`src/rtl/arithmetic_pkg.sv`:
```
// Shared arithmetic definitions for the ripple adder / serial subtractor family.
package arithmetic_pkg;

    localparam int ARITH_W = 4;

    typedef enum logic {
        ST_IDLE = 1'b0,
        ST_RUN  = 1'b1
    } state_t;

endpackage

```
`src/rtl/full_subtractor.sv`:
```
// One-bit full subtractor cell: D = X ^ Y ^ Bi, Bo = (~X & Y) | (~(X ^ Y) & Bi).
module full_subtractor (
    output logic D,
    output logic Bo,
    input  logic X,
    input  logic Y,
    input  logic Bi
);

    logic xy_s;
    logic nx_s;
    logic nxy_s;
    logic gen_s;
    logic prop_s;

    xor g_xy   (xy_s, X, Y);
    xor g_d    (D, xy_s, Bi);
    not g_nx   (nx_s, X);
    and g_gen  (gen_s, nx_s, Y);
    not g_nxy  (nxy_s, xy_s);
    and g_prop (prop_s, nxy_s, Bi);
    or  g_bo   (Bo, gen_s, prop_s);

endmodule

```
`src/rtl/serial_ripple_subtractor.sv`:
```
// Bit-serial subtractor D = X - Y - Bin, LSB first, one bit per clock behind a
// start/done handshake; a single full_subtractor cell is reused every cycle.
module serial_ripple_subtractor
    import arithmetic_pkg::*;
#(
    parameter int N = ARITH_W
) (
    input  logic         clk,
    input  logic         rst,
    input  logic         start,
    input  logic [N-1:0] X,
    input  logic [N-1:0] Y,
    input  logic         Bin,
    output logic         busy,
    output logic         done,
    output logic [N-1:0] D,
    output logic         Bout,
    output logic         zero
);

    localparam int CW = (N > 1) ? $clog2(N) : 1;
    localparam logic [CW-1:0] CNT_LAST = CW'(N - 1);

    state_t        state_q, state_d;
    logic [N-1:0]  xs_q, xs_d;
    logic [N-1:0]  ys_q, ys_d;
    logic [N-1:0]  rs_q, rs_d;
    logic          b_q, b_d;
    logic [CW-1:0] cnt_q, cnt_d;
    logic          busy_q, busy_d;
    logic          done_q, done_d;
    logic [N-1:0]  res_q, res_d;
    logic          bout_q, bout_d;
    logic          zero_q, zero_d;

    logic          d_bit_s;
    logic          bo_s;
    logic [N-1:0]  rs_shift_s;

    full_subtractor u_cell (
        .D  (d_bit_s),
        .Bo (bo_s),
        .X  (xs_q[0]),
        .Y  (ys_q[0]),
        .Bi (b_q)
    );

    // Result bits arrive LSB first, so each new bit enters at the MSB.
    assign rs_shift_s = {d_bit_s, rs_q[N-1:1]};

    // Next-state and datapath update logic.
    always_comb begin
        state_d = state_q;
        xs_d    = xs_q;
        ys_d    = ys_q;
        rs_d    = rs_q;
        b_d     = b_q;
        cnt_d   = cnt_q;
        busy_d  = busy_q;
        done_d  = 1'b0;
        res_d   = res_q;
        bout_d  = bout_q;
        zero_d  = zero_q;
        case (state_q)
            ST_IDLE: begin
                if (start) begin
                    xs_d    = X;
                    ys_d    = Y;
                    b_d     = Bin;
                    rs_d    = {N{1'b0}};
                    cnt_d   = {CW{1'b0}};
                    busy_d  = 1'b1;
                    state_d = ST_RUN;
                end else begin
                    busy_d  = 1'b0;
                    state_d = ST_IDLE;
                end
            end
            ST_RUN: begin
                xs_d  = xs_q >> 1;
                ys_d  = ys_q >> 1;
                rs_d  = rs_shift_s;
                b_d   = bo_s;
                if (cnt_q == CNT_LAST) begin
                    cnt_d   = {CW{1'b0}};
                    res_d   = rs_shift_s;
                    bout_d  = bo_s;
                    zero_d  = (rs_shift_s == {N{1'b0}});
                    done_d  = 1'b1;
                    busy_d  = 1'b0;
                    state_d = ST_IDLE;
                end else begin
                    cnt_d   = cnt_q + CW'(1);
                    busy_d  = 1'b1;
                    state_d = ST_RUN;
                end
            end
            default: begin
                busy_d  = 1'b0;
                state_d = ST_IDLE;
            end
        endcase
    end

    // State, datapath and output registers with asynchronous reset.
    always_ff @(posedge clk or posedge rst) begin
        if (rst) begin
            state_q <= ST_IDLE;
            xs_q    <= {N{1'b0}};
            ys_q    <= {N{1'b0}};
            rs_q    <= {N{1'b0}};
            b_q     <= 1'b0;
            cnt_q   <= {CW{1'b0}};
            busy_q  <= 1'b0;
            done_q  <= 1'b0;
            res_q   <= {N{1'b0}};
            bout_q  <= 1'b0;
            zero_q  <= 1'b0;
        end else begin
            state_q <= state_d;
            xs_q    <= xs_d;
            ys_q    <= ys_d;
            rs_q    <= rs_d;
            b_q     <= b_d;
            cnt_q   <= cnt_d;
            busy_q  <= busy_d;
            done_q  <= done_d;
            res_q   <= res_d;
            bout_q  <= bout_d;
            zero_q  <= zero_d;
        end
    end

    assign busy = busy_q;
    assign done = done_q;
    assign D    = res_q;
    assign Bout = bout_q;
    assign zero = zero_q;

endmodule

```
`config.mk`:
```
export PLATFORM = sky130hd
export DESIGN_NAME = serial_ripple_subtractor
export DESIGN_NICKNAME = d
export VERILOG_FILES = /design/src/rtl/arithmetic_pkg.sv /design/src/rtl/full_subtractor.sv /design/src/rtl/serial_ripple_subtractor.sv
export SDC_FILE = /design/constraint.sdc
export NUM_CORES = 1
export LEC_CHECK = 0
export CAP_MARGIN = 20
export CORE_MARGIN = 2
export CORE_UTILIZATION = 40
export CTS_CLUSTER_SIZE = 28
export DETAILED_ROUTE_END_ITERATION = 10
export PLACE_DENSITY = 0.67
export RECOVER_POWER = 25
export SYNTH_ARGS = -nofsm -noshare
export SYNTH_HDL_FRONTEND = slang
export SYNTH_SLANG_ARGS = --single-unit
```
`constraint.sdc`:
```
create_clock -name clk -period 1.45 [get_ports clk]
set_input_delay 0.145 -clock clk [delete_from_list [all_inputs] [get_ports clk]]
set_output_delay 0.145 -clock clk [all_outputs]
set_load 0.03 [all_outputs]
```
==> results of run 1 <==
[routing by layer]
layer	wire [um]	up-vias
li1	-	315
met1	693	285
met2	688	19
met3	121	0
met4	0	0
met5	0	-
[cell type report]
type	instances	area (sq um)
Tap cell	30	37.54
Clock buffer	3	22.52
Multi-Input combinational cell	50	386.6
Timing Repair Buffer	23	210.2
Fill cell	243	1206
Inverter	5	18.77
Sequential cell	22	550.5
[cells in the final DEF, fill, tap and decap left out]
cell type / instances
o21ai_1: 1
ha_1: 1
nor2_1: 3
buf_4: 4
a21o_1: 1
nand2b_1: 4
clkdlybuf4s50_1: 10
mux2i_1: 11
dfrtp_1: 22
dlymetal6s2s_1: 1
o21ai_0: 9
mux2_4: 5
dlygate4sd2_1: 6
o21a_1: 1
inv_1: 4
inv_2: 1
nor3b_2: 1
fa_1: 1
clkbuf_2: 1
dlygate4sd3_1: 1
nand2_4: 1
nor4_1: 1
nand2_1: 10
clkbuf_4: 3
[path summary, 6_finish.rpt]
path,start,to,slack (ns),cells after the start
worst min-delay path,rst,done,0.41,3
worst min register to register,ys_q[1],ys_q[0],0.50,2
max in group asynchronous,rst,xs_q[3],0.69,3
worst max-delay path,b_q,zero,0.05,4
min in group clk,Y[3],ys_q[3],0.45,3
worst max register to register,b_q,zero,0.05,4
[timing repair]
action                     4_1_cts  5_1_grt
pin swaps                        1        1
setup endpoints to repair        7        2
resized for setup                6        2
hold buffers                     0        0
hold endpoints to repair         0        0
[stage by stage]
stage / std cells / TNS (ns) / area [sq um]
2_1_floorplan: 82 / 0 / 1008
3_3_place_gp: 130 / 0 / 1211
3_5_place_dp: 130 / 0 / 1211
4_1_cts: 133 / 0 / 1226
5_1_grt: 133 / -0.008027 / 1226
6_report: 133 / 0 / 1226
[power groups by stage]
stage               clock [uW]  sequential (uW)  combinational, uW
floorplan                    0             1200                680
global placement             0             1030               1130
detailed placement           0             1050               1160
CTS                        277             1030               1110
global route               305             1060               1220
finish                     257             1030               1080
[sequential cells by signal (all words and copies together), names as in the netlist]
signal / cells
rs_q: 3
ys_q: 4
D: 4
busy: 1
xs_q: 4
done: 1
Bout: 1
b_q: 1
cnt_q: 2
zero: 1
[tightest hold or removal path: stages]
cell	delay [ns]
dlygate4sd3_1	0.53
inv_1	0.05
clkbuf_2	0.44
[cells by family (layout without fill, tap and decap cells)]
logic type,after synthesis,after routing,synth area share
compound gates,12,12,0.06451
fa+ha+maj,2,2,0.03226
mux,16,16,0.1836
flops,22,22,0.5459
buf+inv,10,31,0.07072
simple gates,20,20,0.1030
==> metrics, run 1 <==
CP peak stage delay=0.57 ns; wire per inst=11.30 um; initial antenna violation count=0; Synth area leader=dfrtp_1; Die Width=54.21 um; Area Overhead vs Synth=21.59%; worst skew pair latency=0.29 ns; Hold Fails Final Rpt=0; Power Dens Cells=1928 mW/mm^2; critical path arrival=1.59 ns; worst slew pin tran=0.5392 ns; H-tree Lvls=1; count leader, synth=dfrtp_1; Core Region=0.002432 sq mm; row count=18; largest net degree at the start of global routing=27; Yosys Warn Count=0; global routing usage on met2=0.2169; worst slack, placed=0.01038 ns; synth cell count leaders=22 x dfrtp_1, 11 x mux2i_1, 10 x nand2_1, 9 x o21ai_0; Synth Net Count=96; clock slew at reported path FFs=0.11 ns; final core utilization=0.5041; Achievable Freq=0.7124 GHz; total wire length=1503 um; Cell variety after synth=19; crit path kind=register to register; Longest Clk Path Bufs=2; DRC Markers=0; CTS tree=yes; register area share after synthesis=0.5459; family with the most delay on the worst path=adder cells; Slew Limit Fails=0; Layout Skew=0.001391 ns; leakage power=0.0006325 uW; Top Ports=20; cell chain of the critical path=inv_2 > fa_1 > nor4_1 > mux2_4; Main synth FF type=dfrtp_1; Synth Register Bits=22; grt ovf=0; Slowest-stage cell, CP=fa_1; die area=0.002939 sq mm; Sequential Power Share=0.434; Sw Ratio=0.3788; CTS root buffer=clkbuf_4; hold_ws=0.4052 ns; DRT antenna net count=0; DP HPWL=1115 um; total clock sinks=22; Post-synth EDFFs=0; Max-Cap Viols=0; drt first-iter violations=0; Clk pwr share=0.109; Post-Syn Area per Cell=12.30 sq um; status=finished, final reports clean; CTS Buf Count=3; n_diodes=0; Setup violations, final=0; Period minus WS final=1.404 ns; Synth top area share=0.5459; Total Power=2364 uW; layout cells sized above 1=0.1553; vias in the first global route=652; Comb power frac=0.457; RSZ-0062 raised after global routing=yes; first-pass GRT wire length=2829 um; crit path buf inv count=1; Synth area leaders=dfrtp_1 55%, mux2i_1 11%, mux2_4 7.4%; TritonRoute pass-1 iters=1; internal power=1469 uW; gpl congestion=0.7406; CP startpoint kind=register; post-CTS setup buffers=0; Tot GR Track Use=0.1319; worst path required time=1.64 ns; met3 usage=0.06284; vias per cell=4.654; Starting Density=0.4146; Worst Hold Class=input port to async pin; share of flip-flops with an asynchronous set or reset=1.000; # nets final=119; worst-path fanout max=3; maximum vdd drop=0.9228 mV; Post-Syn Instances=82; Switch Pwr=895.6 uW; Cell Area, Synth=0.001008 sq mm; vias=619; fin worst setup slack=0.04621 ns; GRT Max-Usage Layer=met2; Final Cycle Share=0.9681; Die Ht=54.21 um; Port Buf Inserts=19; relative slew slack=0.6405; Critical Path Sink Type=register; Global Route met1 Usage=0.1687
No activity file was read; power rests on OpenSTA's default activity.
==> run 2, diff against run 1 <==
--- a/config.mk
+++ b/config.mk
@@ -10,8 +10,7 @@
 export CORE_UTILIZATION = 40
 export CTS_CLUSTER_SIZE = 28
 export DETAILED_ROUTE_END_ITERATION = 10
-export PLACE_DENSITY = 0.67
-export RECOVER_POWER = 25
+export PLACE_DENSITY = 0.64
 export SYNTH_ARGS = -nofsm -noshare
 export SYNTH_HDL_FRONTEND = slang
 export SYNTH_SLANG_ARGS = --single-unit
==> constraint.sdc (replaced) <==
create_clock -name clk -period 1.65 [get_ports clk]
set_input_delay 0.165 -clock clk [delete_from_list [all_inputs] [get_ports clk]]
set_output_delay 0.165 -clock clk [all_outputs]
set_load 0.03 [all_outputs]
==> run 2 against run 1 <==
Against the previous run: non-clock buffer count down 1; global-route usage up 0.46 points; via count up 3.2%; first-iteration DRC count up 1; hold slack worse by 0.22 ns; die area unchanged; combinational power down 6%; clock skew about the same; critical path depth down 3; core utilization unchanged; largest power group unchanged; register-to-register slack better by 0.14 ns; final cell count down 0.75%.
==> metrics, run 2 (synthesized netlist as in run 1, its figures left out) <==
status=finished, final reports clean; Final Cycle Share=0.9094; first-pass GRT wire length=2835 um; Sw Ratio=0.3751; CTS tree=yes; Setup violations, final=0; commonest non-fill, non-tap cell in the layout=dfrtp_1; row count=18; Layout Skew=0.0008940 ns; Slowest-stage cell, CP=clkdlybuf4s50_1; post-CTS setup buffers=0; drt first-iter violations=1; # nets final=118; vias=639; Post-Place Cells=129; cell chain of the critical path=clkdlybuf4s50_1; crit path kind=register to output port; Worst Hold Class=input port to async pin; leakage power=0.0005982 uW; Period minus WS final=1.500 ns; met3 usage=0.05738; H-tree Lvls=1; Sequential Power Share=0.422; vias in the first global route=652; setup tns final=0 ns; Starting Density=0.4146; CTS root buffer=clkbuf_4; Die Width=54.21 um; gpl congestion=0.6657; TritonRoute pass-1 iters=2; Critical Path Sink Type=output port; largest net degree at the start of global routing=27; most frequent cells in the layout=22 x dfrtp_1, 18 x clkdlybuf4s50_1, 11 x mux2i_1; CTS Buf Count=3; global routing usage on met2=0.2410; initial antenna violation count=0; critical path arrival=1.34 ns; DP HPWL=1117 um; Hold Fails Final Rpt=0; total wire length=1545 um; CTS-repair resized insts=0; relative slew slack=0.7984; clock slew at reported path FFs=0.11 ns; internal power=1340 uW; Switch Pwr=804.4 uW; total clock sinks=22; DRT antenna net count=0; DRC Markers=0; Power Dens Cells=1749 mW/mm^2; Core Region=0.002432 sq mm; Max-Cap Viols=0; vias per cell=4.841; layout cells sized above 1=0.1373; Top Ports=20; worst slew pin tran=0.3014 ns; Final Non-Filler Cells=132; R2R Path Start=ys_q[0]; cts hold-fix bufs=0; Achievable Freq=0.6665 GHz; CP peak stage delay=0.67 ns; worst-path fanout max=2; Clk pwr share=0.108; Worst Setup SP=D[2]; worst skew pair latency=0.29 ns; maximum vdd drop=0.8633 mV; Global Route met1 Usage=0.1601; CP startpoint kind=register; wire per inst=11.70 um; Slew Limit Fails=0; die area=0.002939 sq mm; GRT Max-Usage Layer=met2; Comb power frac=0.470; grt ovf=0; RSZ-0062 raised after global routing=no; family with the most delay on the worst path=buffers and inverters; Die Ht=54.21 um; Area Overhead vs Synth=21.59%; n_diodes=0; crit path buf inv count=1; Port Buf Inserts=19; Tot GR Track Use=0.1365; worst path required time=1.48 ns; Longest Clk Path Bufs=2
## run 2: changes by cell type in the layout (fill, tap and decap cells not counted)
| cell | before | now |
|---|---|---|
| clkdlybuf4s50_1 | 10 | 18 |
| dlygate4sd2_1 | 6 | 0 |
| clkbuf_2 | 1 | 0 |
| dlygate4sd3_1 | 1 | 0 |
| dlymetal6s2s_1 | 1 | 0 |
| inv_1 | 4 | 5 |
| inv_2 | 1 | 0 |
## run 2: per-stage QoR
stage | total power, uW | worst slack [ns] | utilization | hold slack (ns) | area, sq um
finish | 2144 | 0.1495 | 0.5041 | 0.1855 | 1226
CTS | 2176 | 0.1343 | 0.5041 | 0.1906 | 1226
global route | 2330 | 0.08263 | 0.5041 | 0.2037 | 1226
global placement | 1897 | 0.2401 | 0.4949 | 0.4661 | 1204
detailed placement | 1943 | 0.2076 | 0.4949 | 0.4874 | 1204
floorplan | 1651 | 0.2796 | - | 0.1542 | 1008
## run 2: layer usage
layer | up-vias | share of wire
li1 | 310 | -
met1 | 312 | 0.45
met2 | 17 | 0.49
met3 | 0 | 0.058
met4 | 0 | 0
met5 | - | 0
## run 2: final cells by class
type	count	area, sq um
tap	30	37.54
timing repair buffer	22	210.2
clock buffer	3	22.52
sequential	22	550.5
fill	231	1206
multi-input combinational	50	386.6
inverter	5	18.77
## run 2: power groups by stage
stage                     combinational, uW  sequential, uW  clock (uW)
final                                  1010             905         231
after global routing                   1120             938         268
after CTS                              1020             910         244
after detailed placement               1020             921           0
after global placement                  992             905           0
after floorplan                         598            1050           0
## run 2: path summary, 6_finish.rpt
kind,end,slack (ns),cells after the start
hold reg to reg,xs_q[2],0.51,2
setup reg to reg,zero,0.19,4
setup / recovery,D[2],0.15,1
max in group asynchronous,ys_q[1],1.25,3
min in group clk,xs_q[3],0.47,3
hold / removal,xs_q[3],0.19,3
==> run 3, diff against run 2 <==
--- a/config.mk
+++ b/config.mk
@@ -6,11 +6,10 @@
 export NUM_CORES = 1
 export LEC_CHECK = 0
 export CAP_MARGIN = 20
-export CORE_MARGIN = 2
-export CORE_UTILIZATION = 40
+export CORE_UTILIZATION = 53
 export CTS_CLUSTER_SIZE = 28
 export DETAILED_ROUTE_END_ITERATION = 10
-export PLACE_DENSITY = 0.64
+export PLACE_DENSITY = 0.82
 export SYNTH_ARGS = -nofsm -noshare
 export SYNTH_HDL_FRONTEND = slang
 export SYNTH_SLANG_ARGS = --single-unit
==> constraint.sdc (replaced) <==
create_clock -name clk -period 1.9 [get_ports clk]
set_input_delay 0.19 -clock clk [delete_from_list [all_inputs] [get_ports clk]]
set_output_delay 0.19 -clock clk [all_outputs]
set_load 0.03 [all_outputs]
==> run 3 against run 2 <==
Against the previous run: routed wire length is 0.97% higher; worst setup slack better by 0.21 ns; sequential share of layout area is 0.94 points lower; global-route usage is 3.6 points higher; hold slack better by 0.015 ns; combinational power is 10% lower; critical path type unchanged.
==> metrics, run 3 (synthesized netlist as in run 1, its figures left out) <==
Hold Fails Final Rpt=0; maximum vdd drop=1.059 mV; Post-DP Area=0.001200 sq mm; layout cells sized above 1=0.1359; Final Cycle Share=0.8100; Top Ports=20; die area=0.002081 sq mm; family with the most delay on the worst path=buffers and inverters; fin worst setup slack=0.3610 ns; worst-path fanout max=2; internal power=1309 uW; Sequential Power Share=0.381; Tot GR Track Use=0.1727; H-tree Lvls=1; critical path arrival=1.35 ns; grt ovf=0; crit path buf inv count=1; commonest non-fill, non-tap cell in the layout=dfrtp_1; Critical Path Sink Type=output port; leakage power=0.0006121 uW; Worst Hold Class=input port to async pin; drt first-iter violations=3; most frequent cells in the layout=22 x dfrtp_1, 19 x clkdlybuf4s50_1, 11 x mux2i_1; worst slack, placed=0.4348 ns; Longest Clk Path Bufs=2; Core Region=0.001764 sq mm; Area Overhead vs Synth=24.19%; Starting Density=0.5716; Period minus WS final=1.539 ns; Slowest-stage cell, CP=clkdlybuf4s50_1; CTS tree=yes; CP peak stage delay=0.68 ns; largest net degree at the start of global routing=28; initial antenna violation count=0; Power Dens Cells=1617 mW/mm^2; worst slew pin tran=0.3109 ns; RSZ-0062 raised after global routing=no; relative slew slack=0.7921; DRC Markers=0; row count=15; setup tns final=0 ns; Slew Limit Fails=0; vias in the first global route=591; vias per cell=4.938; DP HPWL=1098 um; DRT antenna net count=0; vias=632; worst skew pair latency=0.30 ns; first-pass GRT wire length=2497 um; Achievable Freq=0.6498 GHz; cell chain of the critical path=clkdlybuf4s50_1; n_diodes=0; fill count=142; CTS-repair resized insts=0; post-CTS setup buffers=0; total wire length=1560 um; Max-Cap Viols=0; Clk pwr share=0.171; total clock sinks=22; status=finished, final reports clean; post-route cell area=0.001252 sq mm; CP startpoint kind=register; Die Width=45.62 um; Port Buf Inserts=19; crit path kind=register to output port; CTS Buf Count=3; worst path required time=1.71 ns; Switch Pwr=716.4 uW; Comb power frac=0.448; TritonRoute pass-1 iters=3; clock slew at reported path FFs=0.12 ns; Total Power=2026 uW; Setup violations, final=0; gpl congestion=0.7094; # nets final=118; Sw Ratio=0.3537; wire per inst=12.19 um; cts hold-fix bufs=0; Die Ht=45.62 um; CTS root buffer=clkbuf_4; final core utilization=0.7099; Layout Skew=0.002086 ns
-- run 3: per-layer routing --
metal,up-vias,global-route usage,part of all wire
li1,314,-,-
met1,303,0.2234,0.47
met2,13,0.2800,0.49
met3,2,0.02381,0.029
met4,0,0.09091,0.0064
met5,-,0,0
-- run 3: stage by stage --
stage,std cells,hold WS [ns]
CTS,128,0.2005
detailed placement,124,0.4779
global route,128,0.2175
floorplan,82,0.1792
finish,128,0.2005
global placement,124,0.4581
-- run 3: cell type report --
class,instances,area [sq um],share of cell area
tap,25,31.28,0.02498
timing repair buffer,22,212.7,0.1698
clock inverter,1,30.03,0.02398
multi-input combinational,50,386.6,0.3087
inverter,5,18.77,0.01499
sequential,22,550.5,0.4396
clock buffer,3,22.52,0.01798
-- run 3: worst paths after layout --
| kind | start | endpoint | slack [ns] | cells past startpoint |
|---|---|---|---|---|
| max in group asynchronous | rst | ys_q[1] | 1.48 | 3 |
| hold / removal | rst | busy | 0.20 | 3 |
| setup / recovery | D[0] | D[0] | 0.36 | 1 |
| hold reg to reg | xs_q[2] | xs_q[1] | 0.50 | 2 |
| setup reg to reg | ys_q[0] | zero | 0.42 | 4 |
| min in group clk | Y[3] | ys_q[3] | 0.49 | 3 |
-- run 3: power by group through the flow --
| stage | sequential [uW] | clock (uW) | combinational (uW) |
|---|---|---|---|
| floorplan | 915 | 0 | 519 |
| detailed placement | 784 | 0 | 908 |
| finish | 772 | 346 | 908 |
| CTS | 774 | 358 | 918 |
| global placement | 776 | 0 | 870 |
| global route | 795 | 373 | 997 |
